## config.mk

```make
export PLATFORM = sky130hd
export DESIGN_NAME = egress_word_pacer
export DESIGN_NICKNAME = d
export VERILOG_FILES = /design/src/rtl/egress_pkg.sv /design/src/rtl/egress_sync_fifo.sv /design/src/rtl/egress_word_pacer.sv
export SDC_FILE = /design/constraint.sdc
export NUM_CORES = 1
export LEC_CHECK = 0
export ABC_AREA = 1
export CORE_UTILIZATION = 53
export CTS_CLUSTER_SIZE = 12
export DETAILED_ROUTE_END_ITERATION = 10
export HOLD_SLACK_MARGIN = 0.05
export PLACE_DENSITY = 0.87
export RECOVER_POWER = 100
export SYNTH_ARGS = -nofsm -noshare
export SYNTH_HDL_FRONTEND = slang
export SYNTH_SLANG_ARGS = --single-unit
```

## constraint.sdc

```tcl
create_clock -name ClkEngress -period 2.65 [get_ports ClkEngress]
set_clock_uncertainty 0.1 [all_clocks]
set_input_delay 0.795 -clock ClkEngress [delete_from_list [all_inputs] [get_ports ClkEngress]]
set_output_delay 0.795 -clock ClkEngress [all_outputs]
set_load 0.005 [all_outputs]
```

## src/rtl/egress_pkg.sv

```systemverilog
// Shared constants and types for the egress word pacer and its FIFO.
package egress_pkg;

    localparam int EGRESS_WORD_W         = 32;
    localparam int EGRESS_BYTES_PER_WORD = 4;
    // The serializer shifts one byte per clock, so a word occupies it this long.
    localparam int EGRESS_GAP_DEFAULT    = EGRESS_BYTES_PER_WORD;

    typedef enum logic [0:0] {
        EGRESS_IDLE    = 1'b0,
        EGRESS_HOLDOFF = 1'b1
    } egress_state_e;

endpackage

```

## src/rtl/egress_sync_fifo.sv

```systemverilog
// Single-clock circular word FIFO with a separate occupancy counter and a
// sticky overflow flag for producer pushes that are refused while full.
module egress_sync_fifo
    import egress_pkg::*;
#(
    parameter int DEPTH = 8
) (
    input  logic                          clk_i,
    input  logic                          arst_i,
    input  logic                          push_req_i,
    input  logic [EGRESS_WORD_W-1:0]      push_data_i,
    input  logic                          pop_i,
    output logic [EGRESS_WORD_W-1:0]      pop_data_o,
    output logic [$clog2(DEPTH+1)-1:0]    level_o,
    output logic                          full_o,
    output logic                          empty_o,
    output logic                          overflow_o
);

    localparam int PTR_W = $clog2(DEPTH);
    localparam int LVL_W = $clog2(DEPTH+1);

    logic [EGRESS_WORD_W-1:0] mem_q [DEPTH];
    logic [PTR_W-1:0]         wr_ptr_q, wr_ptr_d;
    logic [PTR_W-1:0]         rd_ptr_q, rd_ptr_d;
    logic [LVL_W-1:0]         level_q, level_d;
    logic                     overflow_q, overflow_d;
    logic                     full_s;
    logic                     empty_s;
    logic                     push_s;

    assign full_s  = (level_q == LVL_W'(DEPTH));
    assign empty_s = (level_q == {LVL_W{1'b0}});
    assign push_s  = push_req_i && !full_s;

    // Next-state for pointers, occupancy and the sticky overflow flag.
    always_comb begin
        wr_ptr_d   = wr_ptr_q;
        rd_ptr_d   = rd_ptr_q;
        level_d    = level_q;
        overflow_d = overflow_q | (push_req_i & full_s);
        if (push_s) begin
            wr_ptr_d = wr_ptr_q + PTR_W'(1);
        end else begin
            wr_ptr_d = wr_ptr_q;
        end
        if (pop_i) begin
            rd_ptr_d = rd_ptr_q + PTR_W'(1);
        end else begin
            rd_ptr_d = rd_ptr_q;
        end
        case ({push_s, pop_i})
            2'b10:   level_d = level_q + LVL_W'(1);
            2'b01:   level_d = level_q - LVL_W'(1);
            default: level_d = level_q;
        endcase
    end

    // Control state registers.
    always_ff @(posedge clk_i or posedge arst_i) begin
        if (arst_i) begin
            wr_ptr_q   <= {PTR_W{1'b0}};
            rd_ptr_q   <= {PTR_W{1'b0}};
            level_q    <= {LVL_W{1'b0}};
            overflow_q <= 1'b0;
        end else begin
            wr_ptr_q   <= wr_ptr_d;
            rd_ptr_q   <= rd_ptr_d;
            level_q    <= level_d;
            overflow_q <= overflow_d;
        end
    end

    // Storage array; contents are don't-care after reset since level gates reads.
    always_ff @(posedge clk_i) begin
        if (push_s) begin
            mem_q[wr_ptr_q] <= push_data_i;
        end
    end

    assign pop_data_o = mem_q[rd_ptr_q];
    assign level_o    = level_q;
    assign full_o     = full_s;
    assign empty_o    = empty_s;
    assign overflow_o = overflow_q;

endmodule

```

## src/rtl/egress_word_pacer.sv

```systemverilog
// Buffers producer words and issues them to the byte serializer as single-cycle
// strobes spaced at least GAP clocks apart, only while the serializer is ready.
module egress_word_pacer
    import egress_pkg::*;
#(
    parameter int DEPTH = 8,
    parameter int GAP   = EGRESS_GAP_DEFAULT
) (
    input  logic                          ClkEngress,
    input  logic                          ARst,
    input  logic [EGRESS_WORD_W-1:0]      InData,
    input  logic                          InValid,
    output logic                          InReady,
    output logic [EGRESS_WORD_W-1:0]      OutData,
    output logic                          OutValid,
    input  logic                          EgressReady,
    output logic [$clog2(DEPTH+1)-1:0]    Level,
    output logic                          Overflow
);

    localparam int CNT_W = (GAP > 1) ? $clog2(GAP) : 1;

    egress_state_e            state_q, state_d;
    logic [CNT_W-1:0]         cnt_q, cnt_d;
    logic [EGRESS_WORD_W-1:0] out_data_q, out_data_d;
    logic                     out_valid_q, out_valid_d;
    logic                     pop_s;
    logic                     full_s;
    logic                     empty_s;
    logic [EGRESS_WORD_W-1:0] fifo_data_s;

    egress_sync_fifo #(
        .DEPTH (DEPTH)
    ) u_fifo (
        .clk_i       (ClkEngress),
        .arst_i      (ARst),
        .push_req_i  (InValid),
        .push_data_i (InData),
        .pop_i       (pop_s),
        .pop_data_o  (fifo_data_s),
        .level_o     (Level),
        .full_o      (full_s),
        .empty_o     (empty_s),
        .overflow_o  (Overflow)
    );

    assign InReady = !full_s;

    // Issue decision, holdoff countdown and output register next-state.
    always_comb begin
        state_d     = state_q;
        cnt_d       = cnt_q;
        out_data_d  = out_data_q;
        out_valid_d = 1'b0;
        pop_s       = 1'b0;
        case (state_q)
            EGRESS_IDLE: begin
                if (!empty_s && EgressReady) begin
                    pop_s       = 1'b1;
                    out_data_d  = fifo_data_s;
                    out_valid_d = 1'b1;
                    cnt_d       = CNT_W'(GAP - 1);
                    state_d     = EGRESS_HOLDOFF;
                end else begin
                    out_valid_d = 1'b0;
                end
            end
            EGRESS_HOLDOFF: begin
                // Leaving on the 1->0 step lets IDLE issue exactly GAP edges later.
                if (cnt_q <= CNT_W'(1)) begin
                    cnt_d   = {CNT_W{1'b0}};
                    state_d = EGRESS_IDLE;
                end else begin
                    cnt_d   = cnt_q - CNT_W'(1);
                    state_d = EGRESS_HOLDOFF;
                end
            end
            default: begin
                cnt_d   = {CNT_W{1'b0}};
                state_d = EGRESS_IDLE;
            end
        endcase
    end

    // FSM, holdoff counter and serializer-facing output registers.
    always_ff @(posedge ClkEngress or posedge ARst) begin
        if (ARst) begin
            state_q     <= EGRESS_IDLE;
            cnt_q       <= {CNT_W{1'b0}};
            out_data_q  <= {EGRESS_WORD_W{1'b0}};
            out_valid_q <= 1'b0;
        end else begin
            state_q     <= state_d;
            cnt_q       <= cnt_d;
            out_data_q  <= out_data_d;
            out_valid_q <= out_valid_d;
        end
    end

    assign OutData  = out_data_q;
    assign OutValid = out_valid_q;

endmodule

```

# Yosys cells after proc, flatten, opt, wreduce, memory -nomap -nowiden
# Memory sizes are Yosys's and may differ from the RTL's. A register that Yosys moved wholly into a read port is not among the register bits.
# Index checks and enable logic that the tools add are counted.
dict set report classes {
  shift 0
  addsub 5
  eq_ne 4
  div 0
  magnitude_cmp 1
  n_reduce_logical 7
  n_mux 10
  bitwise_logic 3
  mul 0
}
# operator count
set ops {}
lappend ops {{$pmux 4 s2} 1}
lappend ops {{$add 3x1->3 const B} 2}
lappend ops {{$mux 1} 5}
lappend ops {{$add 4x1->4 const B} 1}
lappend ops {{$eq 4x4->1 const B} 1}
lappend ops {{$logic_not 4->1} 1}
lappend ops {{$mux 2} 2}
lappend ops {{$pmux 2 s2} 1}
lappend ops {{$sub 4x1->4 const B} 1}
lappend ops {{$eq 2x1->1 const B} 1}
lappend ops {{$eq 2x2->1 const B} 1}
lappend ops {{$le 2x1->1 const B} 1}
lappend ops {{$logic_and 1x1->1} 2}
lappend ops {{$logic_not 1->1} 2}
lappend ops {{$ne 2x2->1 const B} 1}
lappend ops {{$pmux 1 s2} 1}
lappend ops {{$reduce_and 2->1} 1}
lappend ops {{$reduce_bool 2->1} 1}
lappend ops {{$sub 2x1->2 const B} 1}
lappend ops {{$and 1x1->1} 1}
lappend ops {{$not 1->1} 1}
lappend ops {{$or 1x1->1} 1}
dict set report word_totals {
  register_bits 15
  ramBits 256
  in_bits 36
  output_inout_bits 39
  latch_bits 0
  elab_cells 38
  mem_bits_ro 0
  n_memories 1
}
# memory words word_bits rd rd_ports_with_merged_regs write_ports line
set mem_list {}
lappend mem_list {u_fifo.mem_q 8 32 1 1 1 egress_sync_fifo.sv:23} ;# logic [EGRESS_WORD_W-1:0] mem_q [DEPTH];

# Logic depth before layout (Yosys ltp)
# Gate-level depths: netlist (run 1).
dict set report logic_depth {
  depth_word 7
  ltp_mapped 14
}

# By module
# From an unflattened synthesis (run 1), not the netlist that was laid out.
dict set report hier_totals {
  hier_cells 1031
  area_unflattened_um2 12169.2
}
# module area_per_inst_um2 n_inst seq_area_each_um2 cells_each
set modules_own_cells {}
lappend modules_own_cells {egress_sync_fifo 10656.5 1 7962.6 867}
lappend modules_own_cells {egress_word_pacer 1512.7 1 900.9 164}

# Worst setup path after synthesis (run 1)
# Ideal clock, no wire load.
dict set report synth_path {
  path_kind {input to register}
  start {input InValid}
  end {memory u_fifo.mem_q[0][0] (enable)}
  path_slack_ns -0.401
  path_buffers 0
  t_arrival_ns 2.530
  cell_stages 3
  path_cell_list {nand2_1 or2_1 nor2_1}
}
dict set report synth_via {
  elab_chain_cells 3
}
# item line
set synth_rtl {}
lappend synth_rtl {{from (decl)} egress_word_pacer.sv:12} ;# input logic InValid,
lappend synth_rtl {{$logic_and 1x1->1} egress_sync_fifo.sv:34} ;# assign push_s = push_req_i && !full_s;
lappend synth_rtl {{$mux 1} egress_sync_fifo.sv:76} ;# if (push_s) begin
lappend synth_rtl {{$mux 1 (not written as such)} egress_sync_fifo.sv:77} ;# mem_q[wr_ptr_q] <= push_data_i;
lappend synth_rtl {{to (decl)} egress_sync_fifo.sv:23}
# Every way passes these cells.

# Final worst setup path (run 1)
dict set report layout_path {
  start {register u_fifo.level_q[0], in the netlist u_fifo.level_o[0]}
  end {output InReady}
}
dict set report layout_via {
  elab_chain_cells 2
}
# item line
set layout_rtl {}
lappend layout_rtl {{from (decl)} egress_sync_fifo.sv:26} ;# logic [LVL_W-1:0] level_q, level_d;
lappend layout_rtl {{from (signal assigned)} egress_sync_fifo.sv:64} ;# level_q <= {LVL_W{1'b0}};
lappend layout_rtl {{from (signal assigned)} egress_sync_fifo.sv:69} ;# level_q <= level_d;
lappend layout_rtl {{$eq 4x4->1} egress_sync_fifo.sv:32} ;# assign full_s = (level_q == LVL_W'(DEPTH));
lappend layout_rtl {{$logic_not 1->1} egress_word_pacer.sv:47} ;# assign InReady = !full_s;
lappend layout_rtl {{to (decl)} egress_word_pacer.sv:13} ;# output logic InReady,
# Every way passes these cells.

==> results.sh, run 1 <==
export IMPL_status="completed"
export IMPL_synth_top_family_by_area="simple AND/OR/NAND/NOR gates"
export IMPL_min_period_ns=2.58
export IMPL_yosys_warnings=0
export IMPL_synth_compound_area_share=0.0890
export IMPL_ant_nets=0
export IMPL_clkSinkCount=303
export IMPL_critPathKind="reg -> out"
export IMPL_clk_pin_slew_ns=0.06
export IMPL_ctsResizeCount=0
export IMPL_p_total_mw=15.6
export IMPL_cts_root_buf="clkbuf_16"
export IMPL_slew_headroom=0.369
export IMPL_io_buffers=74
export IMPL_worstSetupStartpointType="register"
export IMPL_via_per_inst=5.67
export IMPL_rows=55
export IMPL_dr_pass1_iters=5
export IMPL_drt_met1_wl_um=10500
export IMPL_worstPathRequired_ns=1.76
export IMPL_synth_top_area_share=0.632
export IMPL_via_count=7831
export IMPL_muxShareOfSynthArea=0
export IMPL_synth_seq_cells=303
export IMPL_syn_avg_cell_area_um2=12.4
export IMPL_whs_ns=0.369
export IMPL_final_area_um2=14300
export IMPL_dieArea_um2=23600
export IMPL_cts_buffers=30
export IMPL_post_route_util=0.635
export IMPL_start_util=0.539
export IMPL_drc=0
export IMPL_synth_simple_area_share=0.106
export IMPL_grt_overflow=0
export IMPL_postPlaceCellArea_um2=13500
export IMPL_synth_area_leaders="edfxtp_1 (63%), dfrtp_1 (9.7%), o211ai_1 (5.9%), nand2_1 (5.7%), inv_1 (4.4%)"
export IMPL_hold_violations=0
export IMPL_top_layer="met4"
export IMPL_rsz0062_at_grt="false"
export IMPL_wl_met2_um=13800
export IMPL_yosys_top_cells_count="edfxtp_1 (256), nand2_1 (186), inv_1 (142), nand3_1 (101), o211ai_1 (96)"
export IMPL_cts_setup_buffers=0
export IMPL_cts_htree_levels=1
export IMPL_area_growth_pct=17.8
export IMPL_synth_edf_count=256
export IMPL_synth_ff_type="edfxtp_1"
export IMPL_worst_pin_slew_ns=0.947
export IMPL_grt_max_degree=80
export IMPL_nFillCells=1618
export IMPL_path_max_fanout=5
export IMPL_gr_usage_all_layers=0.233
export IMPL_diodes=0
export IMPL_routed_wl_um=27100
export IMPL_fin_nets=1115
export IMPL_cts_hold_buf=0
export IMPL_pin_count=75
export IMPL_clock_path_buffers=3
export IMPL_synth_xor_area_frac=0.00432
export IMPL_netlist_area_um2=12200
export IMPL_insertion_delay_ns=0.54
export IMPL_vdd_drop_max_mv=0.580
export IMPL_dpl_hpwl_um=16000
export IMPL_synth_net_count=1024
export IMPL_netlist_instances=983
export IMPL_slew_violations=0
export IMPL_setup_viol=0
export IMPL_drt_iter0_drc=848
export IMPL_core_um2=22600
export IMPL_arrival_ns=1.69
export IMPL_chipWidth_um=154
export IMPL_grt_pass1_wl_um=42500
export IMPL_wl_per_cell_um=19.6
export IMPL_min_path_type="reg -> reg"
export IMPL_yosysTopAreaCell="edfxtp_1"
export IMPL_drive_gt1_frac=0.0720
export IMPL_met3_length_um=2080
export IMPL_ys_async_sr_fraction=0.155
export IMPL_die_y_um=154
export IMPL_p_leak_nw=5.59
export IMPL_grt_pass1_vias=8228
export IMPL_synth_most_common_cell="edfxtp_1"
export IMPL_antenna_found_initial=0
export IMPL_max_freq_mhz=387
export IMPL_yosys_area_share_adder=0.00514
export IMPL_synth_seq_area_share=0.728
export IMPL_yosys_cell_types_count=22
export IMPL_p_per_area_nw_per_um2=1090
export IMPL_end_kind="output pin"
export IMPL_finalCritPeriodShare=0.975
export IMPL_gp_congestion=0.841
export IMPL_cts_tree="yes"
export IMPL_cap_violations=0
## flip-flops by register name, indices dropped and copies added, names as in the netlist
register	flops
OutData	32
OutValid	1
cnt_q	2
state_q	1
u_fifo.level_o	4
u_fifo.mem_q	256
u_fifo.overflow_o	1
u_fifo.rd_ptr_q	3
u_fifo.wr_ptr_q	3
## cell families after synthesis
family,after synthesis
AOI/OAI and AO/OA,168
xor gates and xnor gates,6
adders and majority gates,5
buffers and inverters,198
DFF,303
and+or+nand+nor,303
## critical path: stages (launching register included)
cell and delay (ns):
dfrtp_2 0.46, nor2_4 0.15, nand3_2 0.10, clkdlybuf4s50_1 0.45
## per-layer routing
| metal | global-route usage | up-vias |
|---|---|---|
| li1 | - | 3607 |
| met1 | 0.289 | 3781 |
| met2 | 0.405 | 376 |
| met3 | 0.0409 | 67 |
| met4 | 0.0914 | 0 |
| met5 | 0 | - |
## layout by cell type, fill, tap and decap left out, drive strengths merged, types with 5 or more instances in the layout
cell type	n
o211ai	96
dfrtp	47
clkbuf	67
nand2	187
nand3	102
a21oi	33
ha	5
inv	143
edfxtp	256
o21ai	38
buf	23
dlygate4sd3	71
nor2	13
## layout make-up
type | instances | area (um2) | share of cell area
Sequential cell | 303 | 8870 | 0.619
Clock buffer | 50 | 857 | 0.0598
Multi-Input combinational cell | 482 | 2490 | 0.174
Tap cell | 285 | 357 | 0.0249
Inverter | 143 | 537 | 0.0375
Clock inverter | 5 | 72.6 | 0.00506
Timing Repair Buffer | 114 | 1140 | 0.0798
## worst paths after layout
path	cells past startpoint	start	endpoint	slack [ns]
worst max register to register	6	u_fifo.level_o[2]	u_fifo.mem_q[2][29]	0.29
worst min register to register	1	u_fifo.overflow_o	u_fifo.overflow_o	0.37
min in group asynchronous	2	ARst	OutData[1]	0.70
max in group asynchronous	3	ARst	u_fifo.rd_ptr_q[0]	1.07
worst max-delay path	3	u_fifo.level_o[0]	InReady	0.07
worst min-delay path	1	u_fifo.overflow_o	u_fifo.overflow_o	0.37
## power by group
group,switching [mW],internal (mW)
registers,0.549,6.16
clock network,1.68,2.38
logic,2.98,1.83
## per-stage QoR
step                      TNS, ns  setup slack (ns)  std cells
after floorplan            -51.31            -0.401        983
after global placement      -1.79           -0.0606       1327
after detailed placement    -4.19           -0.0938       1327
after CTS                       0            0.0177       1382
after global routing            0           0.00215       1382
final                           0            0.0669       1382
(Power assumes the default switching activity.)
==> inputs of run 2 (changes only) <==
--- a/config.mk
+++ b/config.mk
@@ -6,9 +6,11 @@
 export NUM_CORES = 1
 export LEC_CHECK = 0
 export ABC_AREA = 1
+export CORE_MARGIN = 2
 export CORE_UTILIZATION = 53
 export CTS_CLUSTER_SIZE = 12
 export DETAILED_ROUTE_END_ITERATION = 10
+export GPL_TIMING_DRIVEN = 0
 export HOLD_SLACK_MARGIN = 0.05
 export PLACE_DENSITY = 0.87
 export RECOVER_POWER = 100
==> run 2 against run 1 <==
Compared with the run above:
- non-clock buffer count up 26
- utilization grew 0.26 points
- global-route usage grew 2.1 points
- first-iteration DRC count rose by 37%
- die area is 2.6% higher
- combinational power increased by 14%
- hold slack improved by 0.0024 ns
- worst setup slack gained 0.037 ns
- via count increased by 6.7%
- routed wire length rose by 12%
- final cell count increased by 2.0%
- clock-buffer cell count is 1 higher
- critical path type is now in -> reg
==> results.sh, run 2 (synthesis gave the netlist of run 1 again) <==
export IMPL_start_util=0.539
export IMPL_layout_commonest_cell="edfxtp_1"
export IMPL_antenna_found_initial=2
export IMPL_dr_pass1_iters=6
export IMPL_path_cells="clkdlybuf4s50_1, nand3_4, inv_4, buf_6, ha_1, nand2_1, inv_1, nor2_1, ha_1, a21oi_1, xor2_1, o21ai_0"
export IMPL_slew_headroom=0.370
export IMPL_ant_nets=0
export IMPL_die_y_um=156
export IMPL_worst_pin_slew_ns=0.945
export IMPL_dpl_hpwl_um=18700
export IMPL_worstSetupStartpointType="primary input"
export IMPL_gr_usage_all_layers=0.254
export IMPL_chipWidth_um=156
export IMPL_cts_root_buf="clkbuf_16"
export IMPL_cts_htree_levels=1
export IMPL_gp_congestion=0.803
export IMPL_whs_ns=0.371
export IMPL_min_path_type="reg -> reg"
export IMPL_nFillCells=1548
export IMPL_wl_per_cell_um=21.5
export IMPL_area_growth_pct=18.3
export IMPL_rows=55
export IMPL_final_cell_mix="edfxtp_1 (256), nand2_1 (185), inv_1 (142)"
export IMPL_clock_path_buffers=3
export IMPL_max_flop_register="u_fifo.mem_q"
export IMPL_via_per_inst=5.92
export IMPL_crit_path_top_delay_cell="clkdlybuf4s50_1"
export IMPL_cts_tree="yes"
export IMPL_pin_count=75
export IMPL_max_freq_mhz=393
export IMPL_cap_violations=0
export IMPL_vdd_drop_max_mv=0.746
export IMPL_min_period_ns=2.55
export IMPL_drc=0
export IMPL_multi_input_area_um2=2530
export IMPL_dieArea_um2=24200
export IMPL_routed_wl_um=30400
export IMPL_cts_buffers=30
export IMPL_tns_ns=0
export IMPL_grt_overflow=0
export IMPL_insertion_delay_ns=0.56
export IMPL_arrival_ns=2.88
export IMPL_p_total_mw=16.1
export IMPL_end_kind="register"
export IMPL_cts_hold_buf=0
export IMPL_place_inst=1351
export IMPL_grt_pass1_vias=8718
export IMPL_regArea_um2=8860
export IMPL_p_per_area_nw_per_um2=1120
export IMPL_finalCritPeriodShare=0.961
export IMPL_clk_pin_slew_ns=0.06
export IMPL_worstPathRequired_ns=2.98
export IMPL_critPathKind="in -> reg"
export IMPL_hold_violations=0
export IMPL_p_leak_nw=5.62
export IMPL_drive_gt1_frac=0.0828
export IMPL_via_count=8354
export IMPL_setup_viol=0
export IMPL_cpMostUsedCell="ha_1"
export IMPL_clkSinkCount=303
export IMPL_final_cells=1410
export IMPL_status="completed"
export IMPL_core_um2=22600
export IMPL_path_max_fanout=12
export IMPL_grt_pass1_wl_um=46700
export IMPL_drt_iter0_drc=1164
export IMPL_cpPeakStageDelay_ns=0.52
export IMPL_rsz0062_at_grt="false"
export IMPL_slew_violations=0
export IMPL_grt_max_degree=33
export IMPL_fin_nets=1141
export IMPL_io_buffers=74
export IMPL_largest_reg_flops=256
-- run 2: routing by layer --
metal / GRT usage / vias up / wire length, um
li1: - / 3658 / -
met1: 0.324 / 4028 / 11000
met2: 0.427 / 555 / 15200
met3: 0.0451 / 113 / 3140
met4: 0.118 / 0 / 1110
met5: 0 / - / 0
-- run 2: worst max-delay path: cells and delay by family --
kind	cells	cell delay (ns)
fa+ha+maj	2	0.43
buf+inv	4	0.92
xor+xnor	1	0.20
simple gates	3	0.25
compound gates	2	0.27
-- run 2: final timing paths --
| path | from | to | slack, ns | depth (start not counted) |
|---|---|---|---|---|
| min in group asynchronous | ARst | u_fifo.level_o[3] | 0.65 | 2 |
| min | OutData[16] | OutData[16] | 0.37 | 2 |
| min reg2reg | OutData[16] | OutData[16] | 0.37 | 2 |
| max reg2reg | u_fifo.level_o[0] | u_fifo.level_o[2] | 0.14 | 12 |
| max in group asynchronous | ARst | OutData[6] | 0.44 | 3 |
| max | EgressReady | u_fifo.level_o[2] | 0.10 | 12 |
-- run 2: repair_timing --
| item | CTS | global route |
|---|---|---|
| pin swaps | 1 | 1 |
| endpoints found under the setup margin | 2 | 18 |
| resized for setup | 3 | 3 |
| buffers inserted | 1 | 1 |
-- run 2: report_power, final --
| part | internal (mW) | total (mW) | leakage [nW] | switching (mW) |
|---|---|---|---|---|
| clock | 2.38 | 4.08 | 0.443 | 1.70 |
| combinational | 1.86 | 5.49 | 2.29 | 3.64 |
| sequential | 6.15 | 6.51 | 2.89 | 0.357 |
-- run 2: area by class of cell --
cell class	count	area share
antenna	2	0.000348
buffer	55	0.0197
clock buffer	51	0.0598
clock inverter	4	0.00470
inverter	143	0.0375
multi-input combinational	482	0.176
sequential	303	0.616
tap	285	0.0248
timing repair buffer	85	0.0617
-- run 2: per-stage QoR --
stage / setup WS, ns / instance area, um2 / utilization
final: 0.104 / 14400 / 0.637
after global routing: 0.0189 / 14400 / 0.637
after CTS: 0.0682 / 14500 / 0.641
after detailed placement: -0.712 / 13500 / 0.600
after global placement: -2.08 / 13300 / 0.588
after floorplan: -0.401 / 12200 / -
==> inputs of run 3 (changes only) <==
--- a/config.mk
+++ b/config.mk
@@ -14,6 +14,7 @@
 export HOLD_SLACK_MARGIN = 0.05
 export PLACE_DENSITY = 0.87
 export RECOVER_POWER = 100
+export SKIP_CTS_REPAIR_TIMING = 1
 export SYNTH_ARGS = -nofsm -noshare
 export SYNTH_HDL_FRONTEND = slang
 export SYNTH_SLANG_ARGS = --single-unit
==> run 3 against run 2 <==
Compared with the run above:
- non-clock buffer count rose by 2
- combinational power barely moved
- die area did not move
- total power barely moved
- worst setup slack got worse by 0.012 ns
- largest power group unchanged
- first-iteration DRC count fell by 4.4%
- critical path type unchanged
- critical path depth fell by 7
- via count fell by 0.36%
==> results.sh, run 3 (synthesis gave the netlist of run 1 again) <==
export IMPL_max_flop_register="u_fifo.mem_q"
export IMPL_whs_ns=0.371
export IMPL_nFillCells=1543
export IMPL_dr_pass1_iters=5
export IMPL_p_int_mw=10.4
export IMPL_p_leak_nw=5.62
export IMPL_insertion_delay_ns=0.56
export IMPL_area_growth_pct=18.4
export IMPL_grt_overflow=0
export IMPL_routed_wl_um=30200
export IMPL_post_route_util=0.638
export IMPL_antenna_found_initial=2
export IMPL_min_path_type="reg -> reg"
export IMPL_die_y_um=156
export IMPL_grt_max_degree=33
export IMPL_rsz0062_at_grt="false"
export IMPL_critPathTopFamily="simple AND/OR/NAND/NOR gates"
export IMPL_final_area_um2=14400
export IMPL_min_period_ns=2.56
export IMPL_place_ws_ns=-0.712
export IMPL_hold_violations=0
export IMPL_finalCritPeriodShare=0.965
export IMPL_via_count=8324
export IMPL_largest_reg_flops=256
export IMPL_ant_nets=0
export IMPL_pin_count=75
export IMPL_p_per_area_nw_per_um2=1120
export IMPL_dieArea_um2=24200
export IMPL_gp_congestion=0.803
export IMPL_crit_path_top_delay_cell="clkdlybuf4s50_1"
export IMPL_path_max_fanout=21
export IMPL_start_util=0.539
export IMPL_clkSinkCount=303
export IMPL_rows=55
export IMPL_end_kind="register"
export IMPL_comb_power_share=0.343
export IMPL_via_per_inst=5.90
export IMPL_chipWidth_um=156
export IMPL_wl_per_cell_um=21.4
export IMPL_grt_pass1_vias=8710
export IMPL_dpl_hpwl_um=18700
export IMPL_vdd_drop_max_mv=0.746
export IMPL_slew_violations=0
export IMPL_drive_gt1_frac=0.0827
export IMPL_fin_nets=1143
export IMPL_drt_iter0_drc=1113
export IMPL_switching_power_mw=5.69
export IMPL_cts_htree_levels=1
export IMPL_cp_num_buf_inv=2
export IMPL_worstSetupStartpointType="primary input"
export IMPL_arrival_ns=2.66
export IMPL_cts_buffers=30
export IMPL_postPlaceCellArea_um2=13500
export IMPL_status="completed"
export IMPL_finalWorstSetupSlack_ns=0.0915
export IMPL_slew_headroom=0.373
export IMPL_seq_power_share=0.405
export IMPL_setup_viol=0
export IMPL_drc=0
export IMPL_worstPathRequired_ns=2.75
export IMPL_swShare=0.354
export IMPL_final_cell_mix="edfxtp_1 (256), nand2_1 (185), inv_1 (142)"
export IMPL_clk_pin_slew_ns=0.05
export IMPL_cts_tree="yes"
export IMPL_cap_violations=0
export IMPL_max_freq_mhz=391
export IMPL_path_cells="clkdlybuf4s50_1, nand2_1, or2_1, nor2_4, buf_4"
export IMPL_clock_path_buffers=3
export IMPL_cts_root_buf="clkbuf_16"
export IMPL_grt_pass1_wl_um=46600
export IMPL_gr_usage_all_layers=0.253
export IMPL_worst_pin_slew_ns=0.941
export IMPL_io_buffers=74
export IMPL_layout_commonest_cell="edfxtp_1"
export IMPL_tns_ns=0
export IMPL_cpPeakStageDelay_ns=0.48
export IMPL_core_um2=22600
export IMPL_power_frac_clock=0.253
export IMPL_critPathKind="in -> reg"
-- run 3: final timing paths --
kind / startpoint / endpoint / slack, ns / cells past startpoint
worst max-delay path: InValid / u_fifo.mem_q[0][31] / 0.09 / 5
worst min-delay path: OutData[20] / OutData[20] / 0.37 / 2
worst max register to register: u_fifo.level_o[0] / u_fifo.mem_q[0][31] / 0.15 / 6
worst min register to register: OutData[20] / OutData[20] / 0.37 / 2
max in group asynchronous: ARst / OutData[6] / 0.44 / 3
min in group asynchronous: ARst / u_fifo.level_o[3] / 0.66 / 2
-- run 3: layout make-up --
| class | instances | area (um2) | share of cell area |
|---|---|---|---|
| well taps | 285 | 357 | 0.0248 |
| clock inverters | 4 | 67.6 | 0.00469 |
| flip-flops and latches | 303 | 8860 | 0.615 |
| inverters | 143 | 542 | 0.0376 |
| clock buffers | 51 | 861 | 0.0598 |
| plain buffers | 55 | 277 | 0.0192 |
| repair buffers | 87 | 906 | 0.0629 |
| multi-input cells | 482 | 2530 | 0.176 |
| diodes | 2 | 5.00 | 0.000347 |
-- run 3: power by group through the flow --
stage / clock network (mW) / logic [mW] / registers, mW
finish: 4.07 / 5.51 / 6.51
global route: 4.29 / 5.97 / 6.58
CTS: 4.09 / 5.63 / 6.52
detailed placement: 0 / 5.54 / 6.60
global placement: 0 / 5.07 / 6.58
floorplan: 0 / 3.17 / 6.56
-- run 3: per-stage QoR --
step | std cells | power [mW]
floorplan | 983 | 9.73
global placement | 1342 | 11.7
detailed placement | 1351 | 12.1
CTS | 1406 | 16.2
global route | 1412 | 16.8
finish | 1412 | 16.1
-- run 3: routing by layer --
| metal | vias up | global-route usage | wire (um) |
|---|---|---|---|
| met5 | - | 0 | 0 |
| met4 | 0 | 0.115 | 1030 |
| met3 | 97 | 0.0446 | 2900 |
| met2 | 522 | 0.429 | 15300 |
| met1 | 4040 | 0.322 | 11000 |
| li1 | 3665 | - | - |
-- run 3: worst reg2reg max path, stage by stage, from the launching register on --
cell	delay, ns
dfrtp_1	0.44
nor2_1	0.10
nand3_1	0.11
nand2_1	0.14
or2_1	0.39
nor2_4	0.41
buf_4	0.43
